===== src/rtl/puzzle_loader.sv =====
// puzzle_loader
//
// Write-side front end for the 64 x 5-bit puzzle register file. A 3x3 start
// board arrives as nine tiles over a valid/ready stream. Each tile is written
// straight into its cell entry while the board is checked for out-of-range
// values, duplicates and solvability (inversion parity). A good board is then
// followed by the initialisation writes the solver expects: the path/comp
// area cleared, then the move counter, depth limit and blank position.
//
// Ports:
//   clk       clock
//   rst       synchronous active-high reset; aborts any load in progress
//   start     one-cycle pulse that begins a load (ignored while busy or done)
//   limit     search-depth limit, captured with start
//   in_valid  tile valid
//   in_data   tile value, 0 = blank, 1..8 = tile, row-major, cell 0 first
//   in_ready  tile accept, high only while tiles are being collected
//   we        register-file write enable (registered)
//   dst       register-file write address (registered)
//   data      register-file write data (registered)
//   busy      load in progress
//   done      one-cycle completion pulse
//   err       0 ok, 1 out of range, 2 duplicate, 3 unsolvable; held until next start

module puzzle_loader #(
    parameter int CELLS      = 9,
    parameter int CNT_ADDR   = 27,
    parameter int LIMIT_ADDR = 28,
    parameter int HOLE_ADDR  = 29,
    parameter int CLR_FIRST  = 30,
    parameter int CLR_LAST   = 63
) (
    input  logic       clk,
    input  logic       rst,
    input  logic       start,
    input  logic [4:0] limit,
    input  logic       in_valid,
    input  logic [3:0] in_data,
    output logic       in_ready,
    output logic       we,
    output logic [5:0] dst,
    output logic [4:0] data,
    output logic       busy,
    output logic       done,
    output logic [1:0] err
);

    typedef enum logic [2:0] {
        S_IDLE,
        S_LOAD,
        S_CHECK,
        S_CLEAR,
        S_FINAL
    } state_t;

    localparam logic [3:0] LAST_IDX   = 4'(CELLS - 1);
    localparam logic [3:0] MAX_TILE   = 4'(CELLS - 1);
    localparam logic [5:0] CNT_DST    = 6'(CNT_ADDR);
    localparam logic [5:0] LIMIT_DST  = 6'(LIMIT_ADDR);
    localparam logic [5:0] HOLE_DST   = 6'(HOLE_ADDR);
    localparam logic [5:0] CLR_START  = 6'(CLR_FIRST);
    localparam logic [5:0] CLR_END    = 6'(CLR_LAST);

    localparam logic [1:0] ERR_OK     = 2'd0;
    localparam logic [1:0] ERR_RANGE  = 2'd1;
    localparam logic [1:0] ERR_DUP    = 2'd2;
    localparam logic [1:0] ERR_PARITY = 2'd3;

    state_t             state;
    logic [3:0]         idx;
    logic [CELLS-1:0]   seen_mask;
    logic               inv_parity;
    logic               range_flag;
    logic               dup_flag;
    logic [3:0]         hole;
    logic [4:0]         limit_q;
    logic [5:0]         clr_addr;
    logic [1:0]         fin_step;

    logic               accept;
    logic               tile_in_range;
    logic               tile_seen;
    logic               gt_parity;
    logic [CELLS-1:0]   tile_onehot;

    // in_ready is only ever high in LOAD, so the handshake alone marks a tile.
    assign accept        = in_valid & in_ready;
    assign tile_in_range = (in_data <= MAX_TILE);

    // Per-tile lookups against the tiles already seen. gt_parity is the parity
    // of the number of earlier nonzero tiles larger than the current one, i.e.
    // the inversions this tile contributes. The blank (bit 0) never counts,
    // and the current tile is not yet in seen_mask so it excludes itself.
    // Out-of-range values match no bit, so they never touch the mask.
    always_comb begin
        tile_seen   = 1'b0;
        gt_parity   = 1'b0;
        tile_onehot = '0;
        for (int j = 0; j < CELLS; j++) begin
            if (4'(j) == in_data) begin
                tile_seen      = seen_mask[j];
                tile_onehot[j] = 1'b1;
            end
            if ((j >= 1) && (4'(j) > in_data)) begin
                gt_parity = gt_parity ^ seen_mask[j];
            end
        end
    end

    // Main controller. All outputs are registered here; we and done default
    // low each cycle so they only pulse in the cycles that set them.
    always_ff @(posedge clk) begin
        if (rst) begin
            state      <= S_IDLE;
            idx        <= '0;
            seen_mask  <= '0;
            inv_parity <= 1'b0;
            range_flag <= 1'b0;
            dup_flag   <= 1'b0;
            hole       <= '0;
            limit_q    <= '0;
            clr_addr   <= '0;
            fin_step   <= '0;
            in_ready   <= 1'b0;
            we         <= 1'b0;
            dst        <= '0;
            data       <= '0;
            busy       <= 1'b0;
            done       <= 1'b0;
            err        <= ERR_OK;
        end else begin
            we   <= 1'b0;
            done <= 1'b0;

            case (state)
                S_IDLE: begin
                    // A start coinciding with the done pulse is treated as
                    // arriving while still busy and is dropped.
                    if (start && !done) begin
                        limit_q    <= limit;
                        idx        <= '0;
                        seen_mask  <= '0;
                        inv_parity <= 1'b0;
                        range_flag <= 1'b0;
                        dup_flag   <= 1'b0;
                        hole       <= '0;
                        err        <= ERR_OK;
                        busy       <= 1'b1;
                        in_ready   <= 1'b1;
                        state      <= S_LOAD;
                    end
                end

                S_LOAD: begin
                    if (accept) begin
                        // Cell write goes out even for a bad tile; the solver
                        // never starts on a rejected board anyway.
                        we   <= 1'b1;
                        dst  <= {2'b00, idx};
                        data <= {1'b0, in_data};

                        if (!tile_in_range) begin
                            range_flag <= 1'b1;
                        end else if (tile_seen) begin
                            dup_flag <= 1'b1;
                        end else begin
                            seen_mask <= seen_mask | tile_onehot;
                        end

                        if (in_data == 4'd0) begin
                            hole <= idx;
                        end

                        if (tile_in_range && (in_data != 4'd0)) begin
                            inv_parity <= inv_parity ^ gt_parity;
                        end

                        idx <= idx + 4'd1;

                        if (idx == LAST_IDX) begin
                            in_ready <= 1'b0;
                            state    <= S_CHECK;
                        end
                    end
                end

                S_CHECK: begin
                    // An odd inversion count makes a 3x3 board unreachable
                    // from the goal, so it is rejected like the other errors.
                    if (range_flag || dup_flag || inv_parity) begin
                        if (range_flag) begin
                            err <= ERR_RANGE;
                        end else if (dup_flag) begin
                            err <= ERR_DUP;
                        end else begin
                            err <= ERR_PARITY;
                        end
                        done  <= 1'b1;
                        busy  <= 1'b0;
                        state <= S_IDLE;
                    end else begin
                        clr_addr <= CLR_START;
                        state    <= S_CLEAR;
                    end
                end

                S_CLEAR: begin
                    we   <= 1'b1;
                    dst  <= clr_addr;
                    data <= 5'd0;
                    if (clr_addr == CLR_END) begin
                        fin_step <= 2'd0;
                        state    <= S_FINAL;
                    end else begin
                        clr_addr <= clr_addr + 6'd1;
                    end
                end

                S_FINAL: begin
                    // Three scalar writes, then one extra step so done lands
                    // in the cycle after the last write is presented.
                    case (fin_step)
                        2'd0: begin
                            we   <= 1'b1;
                            dst  <= CNT_DST;
                            data <= 5'd0;
                        end
                        2'd1: begin
                            we   <= 1'b1;
                            dst  <= LIMIT_DST;
                            data <= limit_q;
                        end
                        2'd2: begin
                            we   <= 1'b1;
                            dst  <= HOLE_DST;
                            data <= {1'b0, hole};
                        end
                        default: begin
                            done  <= 1'b1;
                            err   <= ERR_OK;
                            busy  <= 1'b0;
                            state <= S_IDLE;
                        end
                    endcase
                    fin_step <= fin_step + 2'd1;
                end

                default: begin
                    state <= S_IDLE;
                end
            endcase
        end
    end

endmodule


===== config.mk =====
export PLATFORM = sky130hd
export DESIGN_NAME = puzzle_loader
export DESIGN_NICKNAME = d
export VERILOG_FILES = /design/src/rtl/puzzle_loader.sv
export SDC_FILE = /design/constraint.sdc
export NUM_CORES = 1
export LEC_CHECK = 0
export CORE_AREA = 2 2 88 98
export DETAILED_ROUTE_END_ITERATION = 6
export DIE_AREA = 0 0 90 100
export GPL_TIMING_DRIVEN = 1
export PLACE_DENSITY = 0.57
export SKIP_CTS_REPAIR_TIMING = 1
export SLEW_MARGIN = 20
export SYNTH_ARGS = -nofsm -noshare
export SYNTH_HDL_FRONTEND = slang
export SYNTH_SLANG_ARGS = --single-unit
export TNS_END_PERCENT = 100

===== constraint.sdc =====
create_clock -name clk -period 5.3 [get_ports clk]
set_clock_uncertainty 0.05 [all_clocks]
set_input_delay 0.53 -clock clk [delete_from_list [all_inputs] [get_ports clk]]
set_output_delay 0.53 -clock clk [all_outputs]
set_load 0.1 [all_outputs]

### Yosys cells after proc, flatten, opt, wreduce, memory -nomap -nowiden

Index checks and enable logic that the tools add are counted.

| word-level totals | value |
|---|---|
| register bits after elaboration | 53 |
| bits of input ports | 13 |
| output and inout port bits | 17 |

| operators by class | value |
|---|---|
| $add $sub $neg | 3 |
| $lt $le $gt $ge | 9 |
| equality and inequality tests | 31 |
| mux-type cells | 85 |
| bitwise gates (word level) | 10 |
| reduce and logical (&&, ||, !) cells | 28 |

Operators by type and width:

| operator | count |
|---|---|
| two-way mux 1 bit | 44 |
| two-way mux 9 bit | 4 |
| case mux 6 bit (3 select lines) | 2 |
| case mux 5 bit (3 select lines) | 2 |
| inequality test 2 bit (second input constant) | 14 |
| AND reduction 4 bit | 5 |
| two-way mux 6 bit | 3 |
| case mux 9 bit (2 select lines) | 1 |
| equality test 3 x 4 -> 1 bit (first input constant) | 4 |
| > comparator 3 x 4 -> 1 bit (first input constant) | 4 |
| two-way mux 4 bit | 4 |
| case mux 4 bit (2 select lines) | 2 |
| two-way mux 3 bit | 5 |
| case mux 3 bit (5 select lines) | 1 |
| AND reduction 5 bit | 3 |
| two-way mux 2 bit | 6 |
| case mux 6 bit (2 select lines) | 1 |
| case mux 1 bit (2 select lines) | 5 |
| OR 9 bit | 1 |
| AND reduction 3 bit | 3 |
| equality test 2 x 4 -> 1 bit (first input constant) | 2 |
| > comparator 2 x 4 -> 1 bit (first input constant) | 2 |
| XOR 1 bit | 8 |
| adder 6 x 1 -> 6 bit (second input constant) | 1 |
| other kinds (31) | 39 |

### Longest topological paths before layout

| depth | value |
|---|---|
| depth in word-level cells | 20 |
| gate-level depth with buffers | 9 |

### Worst setup path after synthesis

Ideal clock, no wire load.

| path | value |
|---|---|
| path type | reg2reg |
| start | reg done |
| end | reg inv_parity |
| setup time | 0.063 ns |
| arrival time | 2.497 ns |
| required time | 5.187 ns |
| path slack | 2.690 ns |
| stages on the path, launching flop included | 9 |
| buffers on the path | 2 |
| clock period less this slack | 2.610 ns |
| cells stage by stage | dfxtp_1 > nand2b_1 > or2_2 > buf_4 > nand2b_1 > buf_2 > or4b_2 > o21a_1 > nand3_1 |

| on the way | value |
|---|---|
| cells in the longest elaborated chain, start to end | 4 |

Ends and longest elaborated chain:

| element | RTL line | RTL |
|---|---|---|
| from (decl) | 44 | `output logic done,` |
| from (signal assigned) | 129 | `done <= 1'b0;` |
| from (signal assigned) | 133 | `done <= 1'b0;` |
| from (signal assigned) | 198 | `done <= 1'b1;` |
| zero test 1 bit | 139 | `if (start && !done) begin` |
| logical AND 1 bit | 139 |  |
| inequality test 2 bit (no line) | -- |  |
| AND reduction 4 bit (no line) | -- |  |
| to (signal assigned) | 175 | `inv_parity <= inv_parity ^ gt_parity;` |
| to (decl) | 72 | `logic inv_parity;` |

No other way between the ends.
A chain may end at the register's enable or synchronous reset.

### Final worst setup path

| path | value |
|---|---|
| start | reg state[2] |
| end | reg inv_parity |

| on the way | value |
|---|---|
| cells in the longest elaborated chain, start to end | 3 |
| elaborated cells between the ends (all ways) | 8 |
| those cells by class | 4 x eq/ne; 1 x mux; 3 x reduce/logical |

Ends and longest elaborated chain:

| element | RTL line | RTL |
|---|---|---|
| from (decl) | 69 | `state_t state;` |
| from (signal assigned) | 114 | `state <= S_IDLE;` |
| from (signal assigned) | 150 | `state <= S_LOAD;` |
| from (signal assigned) | 182 | `state <= S_CHECK;` |
| equality test 3 x 1 -> 1 bit or zero test 3 bit (tied branches) | 135 | `case (state)` |
| inequality test 2 bit (no line) or nonzero test 2 bit (tied branches) | -- |  |
| AND reduction 4 bit (no line) | -- |  |

Several ways; a longest one is shown, not always the timed one.

==> impl_metrics.tcl <==
set metrics [dict create \
    ys_ff_latch 53 \
    cp_max_fo 18 \
    rows 35 \
    ys_top_cells_by_area "dfxtp_1 39%, nor2_1 6.9%, a21oi_1 4.8%" \
    reg2reg_depth 6 \
    wl_per_cell_um 13.9 \
    drtIter0Drc 117 \
    dp_hpwl_um 4530 \
    place_inst 448 \
    core_area_um2 8150 \
    h-tree-depth 2 \
    area_growth_pct 15.8 \
    fp.dieW_um 90 \
    vias_per_cell 5.06 \
    cts_root_buf "clkbuf_8" \
    netlist_area_um2 2720 \
    min_path_cells 2 \
    dr.pass1.iters 4 \
    ios 30 \
    antenna_found_initial 0 \
    netlist_instances 327 \
    nets 365 \
    clk_pin_slew_ns 0.10 \
    drv_cap 0 \
    slew_viol_final 0 \
    cts_sinks 53 \
    n_antenna_cell 0 \
    place.gp.congestion 0.796 \
    slew_headroom 0.347 \
    synth_seq_area_share 0.390 \
    cellLeakagePower_uw 0.00111 \
    num_vias 2308 \
    clk_latency_ns 0.31 \
    drive_above_1_share 0.0522 \
    final_hold_viol_count 0 \
    synthFlopType "dfxtp_1" \
    numCtsBuffers 5 \
    final_cells 456 \
    cts_max_path_buffers 2 \
    nFillCells 872 \
    hold_path_end "err[0]" \
    reg2reg_slack_ns 2.54 \
    die-area_um2 9000 \
    rsz0062_at_grt "false" \
    synth_edf_count 0 \
    critPathArrivalTime_ns 2.96 \
    yosysTopAreaCell "dfxtp_1" \
    yosysWarnings 0 \
    yosysTopAreaCellShare 0.390 \
    wl_um 6360 \
    critPathKind "reg -> reg" \
    dieHeight_um 100 \
    synth_fp_nets 348 \
    initial_core_util 0.334 \
    grt_pass1_vias 2229 \
    cp.required_ns 5.50 \
    ir_drop_uv 116 \
    start_kind "flip-flop" \
    crit_path_end_kind "flip-flop" \
    finalSetupViolCount 0 \
    outcome "completed" \
    drc 0 \
    io_buffers 29 \
    tritoncts "built" \
    avgSynthCellArea_um2 8.33 \
    max_clock_freq_mhz 363 \
    grt_max_degree 41 \
    fin_crit_sh 0.520 \
    min_period_ns 2.76 \
    setup_tns_ns 0 \
    power_density_nw_per_um2 308 \
    rr_endpoint "inv_parity" \
    gr-total-overflow 0 \
    grt_usage 0.144 \
    hold_path_class "reg -> reg" \
    postRouteAntennaNets 0 \
    rr_startpoint "state[2]" \
    worst_pin_slew_ns 0.977 \
    grt_pass1_wl_um 10700 \
    ys_types 48 \
    async_reset_ff_frac 0 \
    hold_start "err[0]" \
]
==> sequential cells by signal (all words and copies together), names as in the netlist <==
signal	flops
busy	1
clr_addr	6
data	5
done	1
dst	6
dup_flag	1
err	2
fin_step	2
hole	4
idx	4
in_ready	1
inv_parity	1
limit_q	5
range_flag	1
seen_mask	9
state	3
we	1
==> how the worst max path moves through the flow <==
stage	depth (start not counted)	slack [ns]	to	startpoint
4_1_cts	6	2.55	inv_parity	state[2]
2_1_floorplan	8	2.69	inv_parity	done
3_3_place_gp	7	2.35	hole[2]	in_data[1]
6_report	6	2.54	inv_parity	state[2]
5_1_grt	6	2.34	seen_mask[4]	in_data[0]
3_5_place_dp	6	2.29	seen_mask[7]	in_data[0]
==> area by class of cell <==
cell class	count	area (µm²)	area share
clock buffer	5	68.8	0.0218
inverter	10	37.5	0.0119
clock inverter	3	21.3	0.00675
sequential	53	1060	0.337
timing repair buffer	30	298	0.0945
multi-input combinational	244	1530	0.484
tap	111	139	0.0441
==> metrics by stage <==
step	power, µW	hold slack, ns	cell area (µm²)	util	setup WS (ns)
global route	1030	0.438	3150	0.387	2.34
finish	972	0.410	3150	0.387	2.54
global placement	745	0.396	3060	0.376	2.35
CTS	985	0.416	3150	0.387	2.55
floorplan	683	0.382	2720	-	2.69
detailed placement	746	0.404	3060	0.376	2.29
==> cells in the mapped netlist (6+ instances only) <==
master	number
dfxtp_1	53
nor2_1	50
a21oi_1	26
nand2_1	25
mux2i_1	12
clkbuf_1	10
inv_1	10
o21ai_0	10
a22oi_1	9
a31oi_1	8
ha_1	8
nand2b_1	8
nor2b_1	8
a311oi_1	7
and3_1	6
buf_2	6
nand3_1	6
nor3_1	6
xor2_1	6
==> cells in the final DEF, fill, tap and decap left out, drive strengths merged, types with 4 or more instances in the layout <==
cell type / Yosys / layout
xor2: 6 / 6
nor2b: 8 / 8
a22oi: 9 / 9
clkbuf: 10 / 5
nor2: 50 / 50
nand4: 4 / 4
a311oi: 7 / 7
mux2i: 12 / 12
nand2: 25 / 25
or3: 4 / 4
nor3: 7 / 7
clkdlybuf4s50: 0 / 29
ha: 8 / 8
a31oi: 8 / 8
nand2b: 8 / 8
and2: 5 / 5
xnor2: 5 / 5
a21oi: 26 / 26
a211oi: 4 / 4
o21ai: 11 / 11
and3: 6 / 6
dfxtp: 53 / 53
inv: 10 / 11
nand3: 6 / 6
==> per-layer routing <==
layer,routed length [µm],global-route usage,up-vias
met2,3000,0.245,34
met1,3070,0.186,1077
met5,0,0,-
met4,125,0.0509,0
met3,164,0.0248,10
li1,-,-,1187
==> report_power, final <==
part | switching (µW) | leakage (µW) | internal, µW
sequential | 32.4 | 0.000430 | 426
clock | 142 | 0.0000445 | 94.1
combinational | 189 | 0.000639 | 88.6
total | 363 | 0.00111 | 609
==> cells by family after synthesis <==
family,synth area share
simple gates,0.266
compound gates,0.170
buf+inv,0.0496
xor+xnor,0.0354
mux,0.0524
fa+ha+maj,0.0368
flops,0.390
==> critical path: stages (launching register included) <==
cell,delay (ns)
dfxtp_1,0.65
or3_1,0.21
or2_2,0.29
nand2b_1,0.43
or4b_2,0.80
o21a_1,0.19
nand3_1,0.07
Power figures use the tool's default switching activity.
